## src/rtl/opram_loader_pkg.sv

```systemverilog
// Shared constants for the serial op RAM loader: loader/receiver state codes,
// default frame marker and UART framing. No timing or flow control of its own.
package opram_loader_pkg;

  localparam logic [2:0] ST_IDLE = 3'd0;
  localparam logic [2:0] ST_LEN  = 3'd1;
  localparam logic [2:0] ST_DATA = 3'd2;
  localparam logic [2:0] ST_CSUM = 3'd3;
  localparam logic [2:0] ST_DONE = 3'd4;

  localparam logic [1:0] R_IDLE  = 2'd0;
  localparam logic [1:0] R_START = 2'd1;
  localparam logic [1:0] R_DATA  = 2'd2;
  localparam logic [1:0] R_STOP  = 2'd3;

  localparam logic [7:0] DEFAULT_SYNC_BYTE = 8'hA5;
  localparam int         UART_DATA_BITS    = 8;
  localparam int         UART_STOP_BITS    = 1;

endpackage

```

## src/rtl/opram_uart_rx.sv

```systemverilog
// 8N1 UART receiver: rx_valid/frame_err pulse one clk after the mid-stop-bit sample.
// Latency about 2 sync clks + 9.5 bit times from the start edge; no backpressure.
module opram_uart_rx
  import opram_loader_pkg::*;
#(
  parameter int CLKS_PER_BIT = 434
) (
  input  logic       clk,
  input  logic       rst,
  input  logic       rx,
  output logic       rx_valid,
  output logic [7:0] rx_data,
  output logic       frame_err
);

  localparam int            CW      = $clog2(CLKS_PER_BIT);
  localparam logic [CW-1:0] HALF_M1 = CW'(CLKS_PER_BIT / 2 - 1);
  localparam logic [CW-1:0] FULL_M1 = CW'(CLKS_PER_BIT - 1);

  logic          rx_meta, rx_sync, rx_prev;
  logic [1:0]    rstate;
  logic [CW-1:0] cnt;
  logic [2:0]    bit_idx;
  logic [7:0]    shreg;

  always_ff @(posedge clk) begin
    if (rst) begin
      rx_meta   <= 1'b1;
      rx_sync   <= 1'b1;
      rx_prev   <= 1'b1;
      rstate    <= R_IDLE;
      cnt       <= '0;
      bit_idx   <= '0;
      shreg     <= '0;
      rx_valid  <= 1'b0;
      rx_data   <= '0;
      frame_err <= 1'b0;
    end else begin
      rx_meta   <= rx;
      rx_sync   <= rx_meta;
      rx_prev   <= rx_sync;
      rx_valid  <= 1'b0;
      frame_err <= 1'b0;
      case (rstate)
        R_IDLE: begin
          cnt     <= '0;
          bit_idx <= '0;
          if (rx_prev && !rx_sync) rstate <= R_START;
        end
        R_START: begin
          // A start bit that is high again at mid-bit was only a glitch.
          if (cnt == HALF_M1) begin
            cnt    <= '0;
            rstate <= rx_sync ? R_IDLE : R_DATA;
          end else begin
            cnt <= cnt + 1'b1;
          end
        end
        R_DATA: begin
          if (cnt == FULL_M1) begin
            cnt     <= '0;
            shreg   <= {rx_sync, shreg[7:1]};
            bit_idx <= bit_idx + 1'b1;
            if (bit_idx == 3'(UART_DATA_BITS - 1)) rstate <= R_STOP;
          end else begin
            cnt <= cnt + 1'b1;
          end
        end
        default: begin
          if (cnt == FULL_M1) begin
            cnt    <= '0;
            rstate <= R_IDLE;
            if (rx_sync) begin
              rx_valid <= 1'b1;
              rx_data  <= shreg;
            end else begin
              frame_err <= 1'b1;
            end
          end else begin
            cnt <= cnt + 1'b1;
          end
        end
      endcase
    end
  end

endmodule

```

## src/rtl/opram_loader.sv

```systemverilog
// Loads a framed UART program image into op RAM from address 0; OPRAM_LOADER_CSUM_EN adds a checksum byte.
// write pulses 1 clk after each received data byte; no backpressure, the serial line sets the pace.
module opram_loader
  import opram_loader_pkg::*;
#(
  parameter int         CLKS_PER_BIT = 434,
  parameter int         TIMEOUT_CLKS = 1000000,
  parameter logic [7:0] SYNC_BYTE    = DEFAULT_SYNC_BYTE
) (
  input  logic       clk,
  input  logic       rst,
  input  logic       rx,
  output logic       write,
  output logic [7:0] addr,
  output logic [7:0] writeop,
  output logic       cpu_hold,
  output logic       done,
  output logic       err
);

  localparam int            TW       = $clog2(TIMEOUT_CLKS + 1);
  localparam logic [TW-1:0] TMO_LAST = TW'(TIMEOUT_CLKS - 1);

  logic          rx_valid, frame_err;
  logic [7:0]    rx_data;
  logic [2:0]    state;
  logic [8:0]    remaining;
  logic [7:0]    idx;
  logic [TW-1:0] tmo;
  logic          in_frame, timed_out;
`ifdef OPRAM_LOADER_CSUM_EN
  logic [7:0]    sum;
`endif

  opram_uart_rx #(.CLKS_PER_BIT(CLKS_PER_BIT)) u_rx (
    .clk       (clk),
    .rst       (rst),
    .rx        (rx),
    .rx_valid  (rx_valid),
    .rx_data   (rx_data),
    .frame_err (frame_err)
  );

  assign in_frame  = (state == ST_LEN) || (state == ST_DATA) || (state == ST_CSUM);
  assign timed_out = in_frame && !rx_valid && (tmo == TMO_LAST);

  always_ff @(posedge clk) begin
    if (rst) begin
      state     <= ST_IDLE;
      remaining <= '0;
      idx       <= '0;
      tmo       <= '0;
      write     <= 1'b0;
      addr      <= '0;
      writeop   <= '0;
      cpu_hold  <= 1'b0;
      done      <= 1'b0;
      err       <= 1'b0;
`ifdef OPRAM_LOADER_CSUM_EN
      sum       <= '0;
`endif
    end else begin
      write <= 1'b0;
      if (!in_frame || rx_valid) tmo <= '0;
      else if (tmo != TMO_LAST)  tmo <= tmo + 1'b1;

      // Abort keeps cpu_hold high so the CPU never runs a partial image.
      if (in_frame && (frame_err || timed_out)) begin
        err   <= 1'b1;
        done  <= 1'b0;
        state <= ST_IDLE;
      end else begin
        case (state)
          ST_IDLE: begin
            if (rx_valid && rx_data == SYNC_BYTE) begin
              cpu_hold <= 1'b1;
              done     <= 1'b0;
              err      <= 1'b0;
              state    <= ST_LEN;
`ifdef OPRAM_LOADER_CSUM_EN
              sum      <= '0;
`endif
            end
          end
          ST_LEN: begin
            if (rx_valid) begin
              remaining <= (rx_data == 8'd0) ? 9'd256 : {1'b0, rx_data};
              idx       <= '0;
              state     <= ST_DATA;
`ifdef OPRAM_LOADER_CSUM_EN
              sum       <= sum + rx_data;
`endif
            end
          end
          ST_DATA: begin
            if (rx_valid) begin
              write     <= 1'b1;
              writeop   <= rx_data;
              addr      <= idx;
              idx       <= idx + 1'b1;
              remaining <= remaining - 1'b1;
`ifdef OPRAM_LOADER_CSUM_EN
              sum       <= sum + rx_data;
              if (remaining == 9'd1) state <= ST_CSUM;
`else
              if (remaining == 9'd1) state <= ST_DONE;
`endif
            end
          end
`ifdef OPRAM_LOADER_CSUM_EN
          ST_CSUM: begin
            if (rx_valid) begin
              if (rx_data == sum) begin
                state <= ST_DONE;
              end else begin
                err   <= 1'b1;
                done  <= 1'b0;
                state <= ST_IDLE;
              end
            end
          end
`endif
          ST_DONE: begin
            done     <= 1'b1;
            cpu_hold <= 1'b0;
            state    <= ST_IDLE;
          end
          default: state <= ST_IDLE;
        endcase
      end
    end
  end

endmodule

```

## config.mk

```make
export PLATFORM = sky130hd
export DESIGN_NAME = opram_loader
export DESIGN_NICKNAME = d
export VERILOG_FILES = /design/src/rtl/opram_loader_pkg.sv /design/src/rtl/opram_uart_rx.sv /design/src/rtl/opram_loader.sv
export SDC_FILE = /design/constraint.sdc
export NUM_CORES = 1
export LEC_CHECK = 0
export CAP_MARGIN = 20
export CORE_ASPECT_RATIO = 1.5
export CORE_MARGIN = 5
export CORE_UTILIZATION = 42
export CTS_BUF_LIST = sky130_fd_sc_hd__clkbuf_4
export CTS_CLUSTER_SIZE = 14
export DETAILED_ROUTE_END_ITERATION = 10
export RECOVER_POWER = 25
export SYNTH_ARGS = -nofsm -noshare
export SYNTH_HDL_FRONTEND = slang
export SYNTH_SLANG_ARGS = --single-unit
```

## constraint.sdc

```tcl
create_clock -name clk -period 3.6 [get_ports clk]
set_input_delay 0.72 -clock clk [delete_from_list [all_inputs] [get_ports clk]]
set_output_delay 0.72 -clock clk [all_outputs]
set_load 0.1 [all_outputs]
```

==> flow_summary_export.csv <==
group,metric,value,unit
outcome,status,"complete, no violations",
floorplan,die_y,134,um
synthesis,syn_area,4300,um^2
grt,grt_pass1_vias,3234,
cts,cts_root_buffer,"clkbuf_4",
sta,fmax,0.369,GHz
route,ant_nets,0,
critical_path,worstRegToRegCells,4,
final_layout,finalNetCount,520,
cts,clkSlewWorstSetupHoldPaths,0.14,ns
placed_design,dp.final_hpwl,6390,um
synthesis,syn_area_per_cell,8.67,um^2
synthesis,yosysWarnings,0,
critical_path,critPathMaxFanout,2,
cts,cts.htree.levels,3,
sta,finalSetupViolCount,0,
placed_design,portBuffers,22,
final_layout,area_growth,9.89,%
sta,setup_tns,0,ns
synthesis,synth_async_sr_flop_share,0,%
sta,relSlewSlack,34.2,%
run,maxCapViolations,0,
cts,insertion_delay,0.46,ns
cts,cts_tree,"built",
synthesis,synth_nets,508,
critical_path,slowest_stage,"clkdlybuf4s50_1",
floorplan,dieArea,12400,um^2
floorplan,std_cell_rows,45,
floorplan,coreArea,10100,um^2
synthesis,synth_area_leaders,"dfxtp_1, a21oi_1, nand2_1, mux2i_1, nor2_1",
final_layout,multi_input_area,2250,um^2
critical_path,crit_buf_inv,1,
final_layout,design_area,4730,um^2
critical_path,worstSetupStartpointType,"register",
hold_path,min_path_cells,1,
synthesis,syn_inst,496,
synthesis,post-synth-top-count-cell,"dfxtp_1",
sta,hold_violations,0,
cts,numCtsBuffers,9,
final_layout,antennaDiodeCount,0,
cts,clock_sinks,95,
final_layout,fillers,1010,
final_layout,drive_gt1_share,7.80,%
sta,report.final.slew_viol_count,0,
cts,cts_hold_buf,0,
synthesis,post-synth-top-area-fraction,44.2,%
critical_path,endpoint_kind,"output port",
critical_path,cp_top_family,"buffers and inverters",
route,via_per_inst,5.61,
floorplan,pin_count,23,
synthesis,ys.flop_type,"dfxtp_1",
pwr,power_density,362,nW/um^2
grt,grt_overflow,0,
critical_path,path_cells,"clkdlybuf4s50_1",
final_layout,seqCellArea,1900,um^2
route,via_count,3532,
grt,grt_max_degree,61,
cts,cts_setup_buffers,0,
route,route.detailed.drc,0,
floorplan,die_w,92.6,um
sta,fin_crit,2.71,ns
critical_path,reg2reg_setup_slack,0.90,ns
route,drtPass1Iterations,4,
sta,finalClockSkew,0.0167,ns
synthesis,yosysUniqueCellTypes,62,
synthesis,seq_area_frac_synth,44.2,%
grt,grt_pass1_wl,15800,um
route,wl_per_cell,14.7,um
placed_design,gp_congestion,0.845,
critical_path,critPathKind,"register to output port",
grt,grt_antenna_before_repair,0,
synthesis,synth_top_cell_by_area,"dfxtp_1",
synthesis,synth-edff-count,0,
critical_path,cp.required,2.88,ns
route,drt_iter0_drc,143,
floorplan,initial_core_util,42.7,%
critical_path,cpPeakStageDelay,1.15,ns
sta,grt_setup_unrepaired,"false",
hold_path,min_path_type,"register to register",
placed_design,place_area,4590,um^2
grt,grt_use_total,15.6,%
pwr,leakage,1.51,nW
sta,worst_pin_slew,0.984,ns
route,wl,9260,um
sta,period_share,75.2,%
pwr,peakVddDrop,0.244,mV
cts,cts_resized,0,
critical_path,cp_data_arrival_time,1.99,ns
synthesis,synth_commonest_cells,"dfxtp_1, nand2_1, a21oi_1",
critical_path,cp.depth,1,
synthesis,ys_ff_latch,95,
cts,cts.path.max_buffers,2,
==> final timing paths <==
check	startpoint	end
max	writeop[0]	writeop[0]
min	u_rx.rx_meta	u_rx.rx_sync
max reg2reg	state[2]	idx[5]
min reg2reg	u_rx.rx_meta	u_rx.rx_sync
==> placed cells by master, fill, tap and decap left out, types with 10 or more instances in the layout <==
master / Yosys / layout
a21oi_1: 48 / 48
clkdlybuf4s50_1: 0 / 21
dfxtp_1: 95 / 95
inv_1: 12 / 12
mux2i_1: 17 / 17
nand2_1: 56 / 56
nand3_1: 11 / 11
nor2_1: 45 / 45
nor3_1: 14 / 14
nor4_1: 12 / 11
o21ai_0: 25 / 25
xnor2_1: 10 / 10
==> state kept, by name, summed over array words and instances, names as in the netlist, 2 cells and up <==
signal,cells
u_rx.rstate,2
u_rx.bit_idx,3
u_rx.shreg,8
addr,8
idx,8
u_rx.rx_data,8
remaining,9
writeop,8
state,3
u_rx.cnt,9
tmo,20
==> routing by layer <==
| layer | wire length (um) | track usage (%) | vias up | part of all wire [%] |
|---|---|---|---|---|
| met1 | 4330 | 20.0 | 1678 | 47 |
| met4 | 256 | 7.50 | 0 | 2.8 |
| met5 | 0 | 0 | - | 0 |
| met2 | 4410 | 25.2 | 41 | 48 |
| met3 | 268 | 3.20 | 14 | 2.9 |
| li1 | - | - | 1799 | - |
==> final cells by class <==
type | instances | share of cell area, %
multi-input combinational | 365 | 47.5
timing repair buffer | 25 | 4.92
clock buffer | 9 | 1.43
clock inverter | 7 | 1.85
inverter | 12 | 0.953
sequential | 95 | 40.2
tap | 117 | 3.10
==> logic make-up (layout without fill, tap and decap cells) <==
family	Yosys count	in the layout	share of synthesized area [%]
compound gates	105	105	14.3
xor+xnor	15	15	3.05
fa+ha+maj	9	9	2.62
buf+inv	36	53	3.46
flops	95	95	44.2
mux	18	18	4.22
simple gates	218	218	28.1
==> stage by stage <==
stage	util (%)	hold slack, ns	cells	total power [mW]	setup slack [ns]
finish	46.9	0.454	630	1.71	0.892
global route	46.9	0.481	630	1.77	0.662
CTS	47.1	0.464	630	1.73	0.848
detailed placement	45.5	0.441	614	1.10	1.30
global placement	45.5	0.443	614	1.10	1.37
floorplan	-	0.389	496	1.09	1.77
==> power breakdown <==
group / switching [mW] / internal [mW] / total (mW)
combinational: 0.0157 / 0.00584 / 0.0215
sequential: 0.00347 / 1.05 / 1.06
clock: 0.355 / 0.276 / 0.631
total: 0.374 / 1.34 / 1.71
(Power assumes the default switching activity.)
